[src/rtl/aes_pkg.sv]
// -----------------------------------------------------------------------------
// aes_pkg
//   Shared definitions for the iterative SubBytes engine:
//     - SBOX_FWD / SBOX_INV : AES S-box and inverse S-box as 8-bit constant tables
//     - sbox_lookup()       : single-byte substitution, forward or inverse
//     - sb_state_t          : engine FSM states
//   Build option: SUB_BYTES_INV_EN compiles in the inverse table. Without it only
//   the forward table exists and the inverse select is ignored.
// -----------------------------------------------------------------------------
package aes_pkg;

    typedef enum logic [1:0] {
        SB_IDLE = 2'd0,
        SB_BUSY = 2'd1,
        SB_DONE = 2'd2
    } sb_state_t;

`ifdef SUB_BYTES_INV_EN
    localparam bit INV_EN = 1'b1;
`else
    localparam bit INV_EN = 1'b0;
`endif

    localparam logic [7:0] SBOX_FWD [256] = '{
        8'h63, 8'h7c, 8'h77, 8'h7b, 8'hf2, 8'h6b, 8'h6f, 8'hc5, 8'h30, 8'h01, 8'h67, 8'h2b, 8'hfe, 8'hd7, 8'hab, 8'h76,
        8'hca, 8'h82, 8'hc9, 8'h7d, 8'hfa, 8'h59, 8'h47, 8'hf0, 8'had, 8'hd4, 8'ha2, 8'haf, 8'h9c, 8'ha4, 8'h72, 8'hc0,
        8'hb7, 8'hfd, 8'h93, 8'h26, 8'h36, 8'h3f, 8'hf7, 8'hcc, 8'h34, 8'ha5, 8'he5, 8'hf1, 8'h71, 8'hd8, 8'h31, 8'h15,
        8'h04, 8'hc7, 8'h23, 8'hc3, 8'h18, 8'h96, 8'h05, 8'h9a, 8'h07, 8'h12, 8'h80, 8'he2, 8'heb, 8'h27, 8'hb2, 8'h75,
        8'h09, 8'h83, 8'h2c, 8'h1a, 8'h1b, 8'h6e, 8'h5a, 8'ha0, 8'h52, 8'h3b, 8'hd6, 8'hb3, 8'h29, 8'he3, 8'h2f, 8'h84,
        8'h53, 8'hd1, 8'h00, 8'hed, 8'h20, 8'hfc, 8'hb1, 8'h5b, 8'h6a, 8'hcb, 8'hbe, 8'h39, 8'h4a, 8'h4c, 8'h58, 8'hcf,
        8'hd0, 8'hef, 8'haa, 8'hfb, 8'h43, 8'h4d, 8'h33, 8'h85, 8'h45, 8'hf9, 8'h02, 8'h7f, 8'h50, 8'h3c, 8'h9f, 8'ha8,
        8'h51, 8'ha3, 8'h40, 8'h8f, 8'h92, 8'h9d, 8'h38, 8'hf5, 8'hbc, 8'hb6, 8'hda, 8'h21, 8'h10, 8'hff, 8'hf3, 8'hd2,
        8'hcd, 8'h0c, 8'h13, 8'hec, 8'h5f, 8'h97, 8'h44, 8'h17, 8'hc4, 8'ha7, 8'h7e, 8'h3d, 8'h64, 8'h5d, 8'h19, 8'h73,
        8'h60, 8'h81, 8'h4f, 8'hdc, 8'h22, 8'h2a, 8'h90, 8'h88, 8'h46, 8'hee, 8'hb8, 8'h14, 8'hde, 8'h5e, 8'h0b, 8'hdb,
        8'he0, 8'h32, 8'h3a, 8'h0a, 8'h49, 8'h06, 8'h24, 8'h5c, 8'hc2, 8'hd3, 8'hac, 8'h62, 8'h91, 8'h95, 8'he4, 8'h79,
        8'he7, 8'hc8, 8'h37, 8'h6d, 8'h8d, 8'hd5, 8'h4e, 8'ha9, 8'h6c, 8'h56, 8'hf4, 8'hea, 8'h65, 8'h7a, 8'hae, 8'h08,
        8'hba, 8'h78, 8'h25, 8'h2e, 8'h1c, 8'ha6, 8'hb4, 8'hc6, 8'he8, 8'hdd, 8'h74, 8'h1f, 8'h4b, 8'hbd, 8'h8b, 8'h8a,
        8'h70, 8'h3e, 8'hb5, 8'h66, 8'h48, 8'h03, 8'hf6, 8'h0e, 8'h61, 8'h35, 8'h57, 8'hb9, 8'h86, 8'hc1, 8'h1d, 8'h9e,
        8'he1, 8'hf8, 8'h98, 8'h11, 8'h69, 8'hd9, 8'h8e, 8'h94, 8'h9b, 8'h1e, 8'h87, 8'he9, 8'hce, 8'h55, 8'h28, 8'hdf,
        8'h8c, 8'ha1, 8'h89, 8'h0d, 8'hbf, 8'he6, 8'h42, 8'h68, 8'h41, 8'h99, 8'h2d, 8'h0f, 8'hb0, 8'h54, 8'hbb, 8'h16
    };

`ifdef SUB_BYTES_INV_EN
    localparam logic [7:0] SBOX_INV [256] = '{
        8'h52, 8'h09, 8'h6a, 8'hd5, 8'h30, 8'h36, 8'ha5, 8'h38, 8'hbf, 8'h40, 8'ha3, 8'h9e, 8'h81, 8'hf3, 8'hd7, 8'hfb,
        8'h7c, 8'he3, 8'h39, 8'h82, 8'h9b, 8'h2f, 8'hff, 8'h87, 8'h34, 8'h8e, 8'h43, 8'h44, 8'hc4, 8'hde, 8'he9, 8'hcb,
        8'h54, 8'h7b, 8'h94, 8'h32, 8'ha6, 8'hc2, 8'h23, 8'h3d, 8'hee, 8'h4c, 8'h95, 8'h0b, 8'h42, 8'hfa, 8'hc3, 8'h4e,
        8'h08, 8'h2e, 8'ha1, 8'h66, 8'h28, 8'hd9, 8'h24, 8'hb2, 8'h76, 8'h5b, 8'ha2, 8'h49, 8'h6d, 8'h8b, 8'hd1, 8'h25,
        8'h72, 8'hf8, 8'hf6, 8'h64, 8'h86, 8'h68, 8'h98, 8'h16, 8'hd4, 8'ha4, 8'h5c, 8'hcc, 8'h5d, 8'h65, 8'hb6, 8'h92,
        8'h6c, 8'h70, 8'h48, 8'h50, 8'hfd, 8'hed, 8'hb9, 8'hda, 8'h5e, 8'h15, 8'h46, 8'h57, 8'ha7, 8'h8d, 8'h9d, 8'h84,
        8'h90, 8'hd8, 8'hab, 8'h00, 8'h8c, 8'hbc, 8'hd3, 8'h0a, 8'hf7, 8'he4, 8'h58, 8'h05, 8'hb8, 8'hb3, 8'h45, 8'h06,
        8'hd0, 8'h2c, 8'h1e, 8'h8f, 8'hca, 8'h3f, 8'h0f, 8'h02, 8'hc1, 8'haf, 8'hbd, 8'h03, 8'h01, 8'h13, 8'h8a, 8'h6b,
        8'h3a, 8'h91, 8'h11, 8'h41, 8'h4f, 8'h67, 8'hdc, 8'hea, 8'h97, 8'hf2, 8'hcf, 8'hce, 8'hf0, 8'hb4, 8'he6, 8'h73,
        8'h96, 8'hac, 8'h74, 8'h22, 8'he7, 8'had, 8'h35, 8'h85, 8'he2, 8'hf9, 8'h37, 8'he8, 8'h1c, 8'h75, 8'hdf, 8'h6e,
        8'h47, 8'hf1, 8'h1a, 8'h71, 8'h1d, 8'h29, 8'hc5, 8'h89, 8'h6f, 8'hb7, 8'h62, 8'h0e, 8'haa, 8'h18, 8'hbe, 8'h1b,
        8'hfc, 8'h56, 8'h3e, 8'h4b, 8'hc6, 8'hd2, 8'h79, 8'h20, 8'h9a, 8'hdb, 8'hc0, 8'hfe, 8'h78, 8'hcd, 8'h5a, 8'hf4,
        8'h1f, 8'hdd, 8'ha8, 8'h33, 8'h88, 8'h07, 8'hc7, 8'h31, 8'hb1, 8'h12, 8'h10, 8'h59, 8'h27, 8'h80, 8'hec, 8'h5f,
        8'h60, 8'h51, 8'h7f, 8'ha9, 8'h19, 8'hb5, 8'h4a, 8'h0d, 8'h2d, 8'he5, 8'h7a, 8'h9f, 8'h93, 8'hc9, 8'h9c, 8'hef,
        8'ha0, 8'he0, 8'h3b, 8'h4d, 8'hae, 8'h2a, 8'hf5, 8'hb0, 8'hc8, 8'heb, 8'hbb, 8'h3c, 8'h83, 8'h53, 8'h99, 8'h61,
        8'h17, 8'h2b, 8'h04, 8'h7e, 8'hba, 8'h77, 8'hd6, 8'h26, 8'he1, 8'h69, 8'h14, 8'h63, 8'h55, 8'h21, 8'h0c, 8'h7d
    };
`endif

    // Single-byte substitution. inv=1 selects the inverse table when it is built.
    function automatic logic [7:0] sbox_lookup(input logic [7:0] b, input logic inv);
`ifdef SUB_BYTES_INV_EN
        return inv ? SBOX_INV[b] : SBOX_FWD[b];
`else
        // Forward-only build: INV_EN is 0, so the select never changes the result.
        return (inv && INV_EN) ? 8'h00 : SBOX_FWD[b];
`endif
    endfunction

endpackage

[src/rtl/sbox_lane.sv]
// -----------------------------------------------------------------------------
// sbox_lane
//   One combinational S-box lookup lane.
//   Ports:
//     data_in  [7:0]  byte to substitute
//     inv             1 = inverse S-box (only effective with SUB_BYTES_INV_EN)
//     data_out [7:0]  substituted byte
// -----------------------------------------------------------------------------
module sbox_lane
    import aes_pkg::*;
(
    input  logic [7:0] data_in,
    input  logic       inv,
    output logic [7:0] data_out
);

    assign data_out = sbox_lookup(data_in, inv);

endmodule

[src/rtl/sub_bytes_iter.sv]
// -----------------------------------------------------------------------------
// sub_bytes_iter
//   Iterative AES SubBytes / InvSubBytes engine. A NUM_BYTES-byte word is taken
//   over a valid/ready handshake and substituted LANES bytes per cycle, so a
//   word takes BEATS = NUM_BYTES/LANES cycles in BUSY, then is held in DONE
//   until the consumer takes it. DONE with out_ready may accept the next word
//   in the same cycle.
//   Build option: SUB_BYTES_INV_EN enables the inverse S-box (in_inv sampled
//   on accept); without it in_inv is ignored and every word is forward-mapped.
//   Ports:
//     clk, rst             clock (rising edge), asynchronous active-high reset
//     in_valid / in_ready  input handshake; in_inv and state captured on accept
//     state    [8*NB-1:0]  input word, byte i at [8i+7:8i]
//     out_valid/out_ready  output handshake
//     newState [8*NB-1:0]  substituted word, valid only while out_valid
//     busy                 high while a word is held (BUSY or DONE)
// -----------------------------------------------------------------------------
module sub_bytes_iter
    import aes_pkg::*;
#(
    parameter int NUM_BYTES = 16,
    parameter int LANES     = 4
) (
    input  logic                   clk,
    input  logic                   rst,
    input  logic                   in_valid,
    output logic                   in_ready,
    input  logic                   in_inv,
    input  logic [8*NUM_BYTES-1:0] state,
    output logic                   out_valid,
    input  logic                   out_ready,
    output logic [8*NUM_BYTES-1:0] newState,
    output logic                   busy
);

    localparam int BEATS = NUM_BYTES / LANES;
    localparam int CNT_W = (BEATS > 1) ? $clog2(BEATS) : 1;
    localparam logic [CNT_W-1:0] LAST_CNT = CNT_W'(BEATS - 1);

    if ((LANES < 1) || ((NUM_BYTES % LANES) != 0)) begin : g_bad_cfg
        $error("sub_bytes_iter: NUM_BYTES must be a positive multiple of LANES");
    end

    sb_state_t              r_fsm;
    sb_state_t              w_fsm_next;
    logic [CNT_W-1:0]       r_cnt;
    logic [8*NUM_BYTES-1:0] r_buf;
    logic [8*NUM_BYTES-1:0] w_buf_upd;
    logic                   r_mode;
    logic                   w_accept;
    logic                   w_last;
    logic [7:0]             w_lane_in  [LANES];
    logic [7:0]             w_lane_out [LANES];

    assign w_accept = in_valid & in_ready;
    assign w_last   = (r_cnt == LAST_CNT);

    // ---------------------------------------------------------------- FSM
    // NOTE: state-holding processes use non-blocking assignments so every
    // register samples the pre-edge values of the others.
    always_ff @(posedge clk or posedge rst) begin
        if (rst) begin
            r_fsm <= SB_IDLE;
        end else begin
            r_fsm <= w_fsm_next;
        end
    end

    // NOTE: every combinational output gets a default before the case, so no
    // path leaves a signal unassigned and no latch is inferred.
    always_comb begin
        w_fsm_next = r_fsm;
        unique case (r_fsm)
            SB_IDLE: if (in_valid) w_fsm_next = SB_BUSY;
            SB_BUSY: if (w_last)   w_fsm_next = SB_DONE;
            SB_DONE: if (out_ready) w_fsm_next = in_valid ? SB_BUSY : SB_IDLE;
            default: w_fsm_next = SB_IDLE;
        endcase
    end

    // newState is forced to zero outside DONE so a partly substituted word
    // is never visible on the port.
    always_comb begin
        in_ready  = 1'b0;
        out_valid = 1'b0;
        busy      = 1'b0;
        newState  = '0;
        unique case (r_fsm)
            SB_IDLE: in_ready = 1'b1;
            SB_BUSY: busy = 1'b1;
            SB_DONE: begin
                out_valid = 1'b1;
                busy      = 1'b1;
                in_ready  = out_ready;
                newState  = r_buf;
            end
            default: ;
        endcase
    end

    // ----------------------------------------------------------- datapath
    // Lane mux: lane l sees byte cnt*LANES + l of the working buffer.
    always_comb begin
        for (int l = 0; l < LANES; l++) begin
            w_lane_in[l] = 8'h00;
        end
        for (int b = 0; b < BEATS; b++) begin
            if (r_cnt == CNT_W'(b)) begin
                for (int l = 0; l < LANES; l++) begin
                    w_lane_in[l] = r_buf[8*(b*LANES + l) +: 8];
                end
            end
        end
    end

    for (genvar l = 0; l < LANES; l++) begin : g_lane
        sbox_lane u_lane (
            .data_in  (w_lane_in[l]),
            .inv      (r_mode),
            .data_out (w_lane_out[l])
        );
    end

    // Byte-enable write-back: only the LANES bytes of the current beat change.
    always_comb begin
        w_buf_upd = r_buf;
        for (int b = 0; b < BEATS; b++) begin
            if (r_cnt == CNT_W'(b)) begin
                for (int l = 0; l < LANES; l++) begin
                    w_buf_upd[8*(b*LANES + l) +: 8] = w_lane_out[l];
                end
            end
        end
    end

    // NOTE: the word buffer is reset even though it is datapath storage,
    // because it drives newState and must read as zero after reset.
    always_ff @(posedge clk or posedge rst) begin
        if (rst) begin
            r_buf  <= '0;
            r_cnt  <= '0;
            r_mode <= 1'b0;
        end else if (w_accept) begin
            r_buf  <= state;
            r_cnt  <= '0;
            r_mode <= in_inv & INV_EN;
        end else if (r_fsm == SB_BUSY) begin
            r_buf <= w_buf_upd;
            if (!w_last) begin
                r_cnt <= r_cnt + CNT_W'(1);
            end
        end
    end

endmodule
[config.mk]
export PLATFORM = sky130hd
export DESIGN_NAME = sub_bytes_iter
export DESIGN_NICKNAME = d
export VERILOG_FILES = /design/src/rtl/aes_pkg.sv /design/src/rtl/sbox_lane.sv /design/src/rtl/sub_bytes_iter.sv
export SDC_FILE = /design/constraint.sdc
export NUM_CORES = 1
export LEC_CHECK = 0
export BUFFER_PORTS_ARGS = -buffer_cell sky130_fd_sc_hd__buf_2
export CAP_MARGIN = 40
export CORE_UTILIZATION = 30
export DETAILED_ROUTE_END_ITERATION = 8
export SETUP_SLACK_MARGIN = 0.1
export SLEW_MARGIN = 20
export SYNTH_ARGS = -nofsm -noshare
export SYNTH_HDL_FRONTEND = slang
export SYNTH_HIERARCHICAL = 1
export SYNTH_SLANG_ARGS = --single-unit
[constraint.sdc]
create_clock -name clk -period 4.2 [get_ports clk]
set_clock_uncertainty 0.15 [all_clocks]
set_input_delay 0.21 -clock clk [delete_from_list [all_inputs] [get_ports clk]]
set_output_delay 0.21 -clock clk [all_outputs]
set_load 0.02 [all_outputs]
# ---- After elaboration in Yosys (flattened, before gate mapping)
# Memories as Yosys holds them, arrays and structs flattened.
# Cells that the tools add are included.
dict set report classes {
  add_sub_neg 1
  order_cmp 4
  n_eq_ne 9
  n_mux 30
  n_bitwise 5
  reduce_logical 14
}
# op n
set op_table {}
lappend op_table {{128-bit two-way mux} 3}
lappend op_table {{32-bit two-way mux} 8}
lappend op_table {{8-bit two-way mux} 8}
lappend op_table {{9-bit >= comparator (second input constant)} 4}
lappend op_table {{8-bit inverter with 9-bit output} 4}
lappend op_table {{2-bit two-way mux} 6}
lappend op_table {{2-bit AND reduction} 5}
lappend op_table {{2-bit nonzero test} 5}
lappend op_table {{2-bit inequality test (second input constant)} 4}
lappend op_table {{2-bit == test (second input constant)} 3}
lappend op_table {{2-bit one-hot mux with 3 select lines} 1}
lappend op_table {{2-bit by 1-bit == test with 1-bit output (second input constant)} 2}
lappend op_table {{2-bit logical NOT} 2}
lappend op_table {{1-bit two-way mux} 3}
lappend op_table {{3-bit AND reduction} 1}
lappend op_table {{2-bit by 1-bit adder with 2-bit output (second input constant)} 1}
lappend op_table {{1-bit one-hot mux with 2 select lines} 1}
lappend op_table {{2-bit OR reduction} 1}
lappend op_table {{1-bit bitwise AND} 1}
dict set report totals {
  register_bits 132
  mem_bits_ro 8192
  output_inout_bits 131
  elab_cells 73
  memories 4
}
# memory words word_bits read_ports rd_clocked_by_memory_dff wr line_no
set memory_table {}
lappend memory_table {{(name not given)} 256 8 1 0 0 aes_pkg.sv:70} ;# return (inv && INV_EN) ? 8'h00 : SBOX_FWD[b];
lappend memory_table {{(name not given)} 256 8 1 0 0 aes_pkg.sv:70}
lappend memory_table {{(name not given)} 256 8 1 0 0 aes_pkg.sv:70}
lappend memory_table {{(name not given)} 256 8 1 0 0 aes_pkg.sv:70}

# ---- Longest topological paths before layout
dict set report depth {
  word_depth 12
  ltp_mapped 20
  depth_no_buf 15
}

# ---- Modules after synthesis
# The synthesis kept the hierarchy.
# module instances cells_each area_per_inst_um2 seq_area_each_um2
set modules_own_cells {}
lappend modules_own_cells {sub_bytes_iter 1 810 8608.3 3303.2}
lappend modules_own_cells {{sbox_lane (g_lane[2].u_lane ...)} 2 507 3179.3 0.0}
lappend modules_own_cells {{sbox_lane (g_lane[0].u_lane)} 1 535 3263.1 0.0}
lappend modules_own_cells {{sbox_lane (g_lane[1].u_lane)} 1 510 3103.0 0.0}

# ---- Worst setup path after synthesis
# OpenSTA, ideal clock, no wires.
dict set report synth_path {
  path_type {register -> register}
  startpoint {register r_cnt[0]}
  endpoint {register r_buf[104]}
  setup_time_ns 0.125
  t_arrival_ns 4.312
  t_required_ns 3.925
  setup_slack_ns -0.387
  path_stages_with_launch 20
  path_buffers 5
  path_cell_list {dfrtp_1 > inv_1 > ha_1 > clkbuf_1 > buf_1 > a21oi_1 > o21ai_0 > a22o_1 > clkbuf_1 > inv_1 > ha_1 > buf_2 > and2_0 > clkbuf_1 > o311ai_0 > o311a_1 > a32oi_1 > or3_1 > mux2_2 > mux2_2}
}
# item line_no
set synth_rtl {}
lappend synth_rtl {{start, declared} sub_bytes_iter.sv:46} ;# logic [CNT_W-1:0] r_cnt;
lappend synth_rtl {{start signal, assigned} sub_bytes_iter.sv:150} ;# r_cnt <= r_cnt + CNT_W'(1);
lappend synth_rtl {{end signal, assigned} sub_bytes_iter.sv:144} ;# r_buf <= state;
lappend synth_rtl {{end signal, assigned} sub_bytes_iter.sv:148} ;# r_buf <= w_buf_upd;
lappend synth_rtl {{end, declared} sub_bytes_iter.sv:47} ;# logic [8*NUM_BYTES-1:0] r_buf;

==> flow_metrics.py <==
metrics = {
    "status": {
        "outcome": "complete, but fails checks",
        "violations": "setup timing",
    },
    "cts": {
        "cts.clk_slew.worst_paths_ps": 80,
        "htreeDepth": 4,
        "cts_buffers": 17,
        "clkSinkCount": 132,
        "cts_root_buf": "clkbuf_16",
        "clockBufferDepth": 2,
        "cts_tree": "built",
        "insertion_delay_ps": 520,
    },
    "drt": {
        "route.detailed.drc": 0,
        "wl_per_cell_um": 27.1,
        "routed_via_density": 6.11,
        "drt_iter0_drc": 3308,
        "antenna_left": 0,
        "wl_um": 132000,
        "vias": 29800,
        "firstDrtPassIters": 5,
    },
    "sta": {
        "timing.final.crit_share_pct": 101,
        "relSlewSlack_pct": 41.7,
        "fmax_ghz": 0.236,
        "fin_crit_ps": 4240,
        "rsz0062_at_grt": "true",
        "worst_pin_slew_ps": 871,
        "setup_tns_ps": -72.6,
        "slew_violations": 0,
        "hold_viol_final": 0,
        "setup_viol": 2,
        "fin_ws_ps": -36.5,
    },
    "floorplan": {
        "chipHeight_um": 269,
        "ios": 264,
        "fp.dieW_um": 269,
        "core-area_um2": 70100,
        "dieArea_um2": 72200,
        "initial_utilization_pct": 30.4,
        "num_rows": 97,
    },
    "finish": {
        "fillers": 6781,
        "fin_area_um2": 34900,
        "stdcell_count": 4879,
        "synthToLayoutAreaGrowth_pct": 63.7,
        "final_nets": 4126,
        "fin_util_pct": 49.8,
        "drive_gt1_share_pct": 48.8,
    },
    "global_route": {
        "grt_use_total_pct": 34.4,
        "grt_max_degree": 72,
        "grt_pass1_vias": 27900,
        "grt_pass1_wl_um": 185000,
        "overflow": 0,
        "antenna_found_initial": 5,
    },
    "run": {
        "cap_violations": 0,
    },
    "synth": {
        "synthesis.nets": 3071,
        "syn_avg_cell_area_um2": 7.44,
        "syn_area_um2": 21300,
        "netlist_instances": 2868,
        "yosysWarnings": 6,
    },
    "critical_path": {
        "cp.required_ps": 4430,
        "max_stage_delay_ps": 410,
        "crit_path_end": "r_buf[34]",
        "path_cells": "buf_6 -> ha_4 -> buf_12 -> a21oi_4 -> o21ai_4 -> buf_6 -> a22o_4 -> buf_8 -> buf_4 -> nand2b_1 -> and3_4 -> a311oi_4 -> nor4_2 -> o31ai_2 -> o31ai_4 -> buf_6 -> buf_6 -> mux2_2 -> mux2_4",
        "crit_type": "reg -> reg",
        "worstReg2RegEnd": "r_buf[34]",
        "setup.worst_path.end_class": "register",
        "reg2reg_from": "r_cnt[1]",
        "crit_start": "r_cnt[1]",
        "r2r_cells": 19,
        "crit_slowest_cell": "dfrtp_1",
        "cp_max_fo": 7,
        "rrSetupSlack_ps": -40,
        "path_common_cell": "buf_6",
        "worstPathArrival_ps": 4470,
        "start_kind": "register",
    },
    "place": {
        "numPortBuffers": 262,
        "dpl_cell_area_um2": 29100,
        "dp_cells": 4588,
        "place_congestion": 1.09,
        "dpl.hpwl_um": 96500,
    },
    "min_path": {
        "min-delay-start": "out_ready",
        "min_path_type": "in -> reg",
    },
}
[area by class of cell]
class	instances	area, µm²	area share (%)
Antenna cell	3	7.51	0.0215
Clock buffer	18	439	1.26
Clock inverter	14	151	0.434
Inverter	81	349	1.00
Multi-Input combinational cell	2336	18400	52.7
Sequential cell	132	3300	9.46
Tap cell	940	1180	3.37
Timing Repair Buffer	1355	11100	31.8
[registers in the layout, summed over array words and instances, names as in the netlist]
register,flops
r_fsm,2
r_cnt,2
r_buf,128
[worst min-delay path by stage]
stage	endpoint	slack [ps]	depth (start not counted)
final	r_fsm[1]	80	4
after global routing	r_fsm[1]	100	4
after CTS	r_fsm[1]	50	4
after detailed placement	r_buf[44]	190	2
after global placement	r_buf[44]	190	2
after floorplan	r_buf[15]	190	1
[metal layers]
layer  track usage [%]  vias to the layer above  part of all wire (%)
met5                 0                        -                 0.017
met4              19.7                        4                   6.3
met3              8.11                      509                    11
met2              53.8                     2070                    44
met1              43.2                    14300                    39
li1                  -                    12900                     -
[repair_timing]
item / in CTS / in global routing
gates resized for setup: 175 / 460
pin swaps: 35 / 136
gates cloned: 2 / 15
setup buffers: 16 / 96
hold buffers: 130 / 0
hold endpoints to repair: 197 / 0
setup endpoints to repair: 128 / 128
[worst max-delay path, delay by kind of cell (launching register included)]
| kind | cells | cell delay [ps] |
|---|---|---|
| AOI/OAI and AO/OA | 6 | 1360 |
| buffers and inverters | 7 | 980 |
| muxes | 2 | 510 |
| and+or+nand+nor | 3 | 460 |
| DFF | 1 | 410 |
| adders and majority gates | 1 | 210 |
[placed cells by master, fill, tap and decap left out, types with 25 or more instances in the layout]
master and instances:
buf_4 816, buf_2 263, mux2_2 229, a21oi_1 212, nand2_1 195, o21ai_0 144
and2_1 137, dfrtp_1 131, dlygate4sd3_1 130, nor2_1 129, nand3_1 84, buf_6 69
o21ai_1 67, o211ai_1 67, inv_1 60, nor3_1 56, a31oi_1 54, buf_12 52
nand2b_1 50, a211oi_1 42, nor2b_1 40, ha_1 38, a311oi_1 37, mux2_4 32
clkbuf_16 31, o31ai_1 27, a21oi_2 26, ha_4 26, nand2_2 25
[through the flow]
stage	hold WS, ps	setup WS, ps
final	76.4	-36.5
after global placement	186	-680
after global routing	96.0	-79.0
after CTS	54.7	40.8
after detailed placement	187	-607
after floorplan	192	103
Power is left out: the tool's default activity adds up to more than one toggle a clock period on the data nets, which glitch-free logic cannot reach.
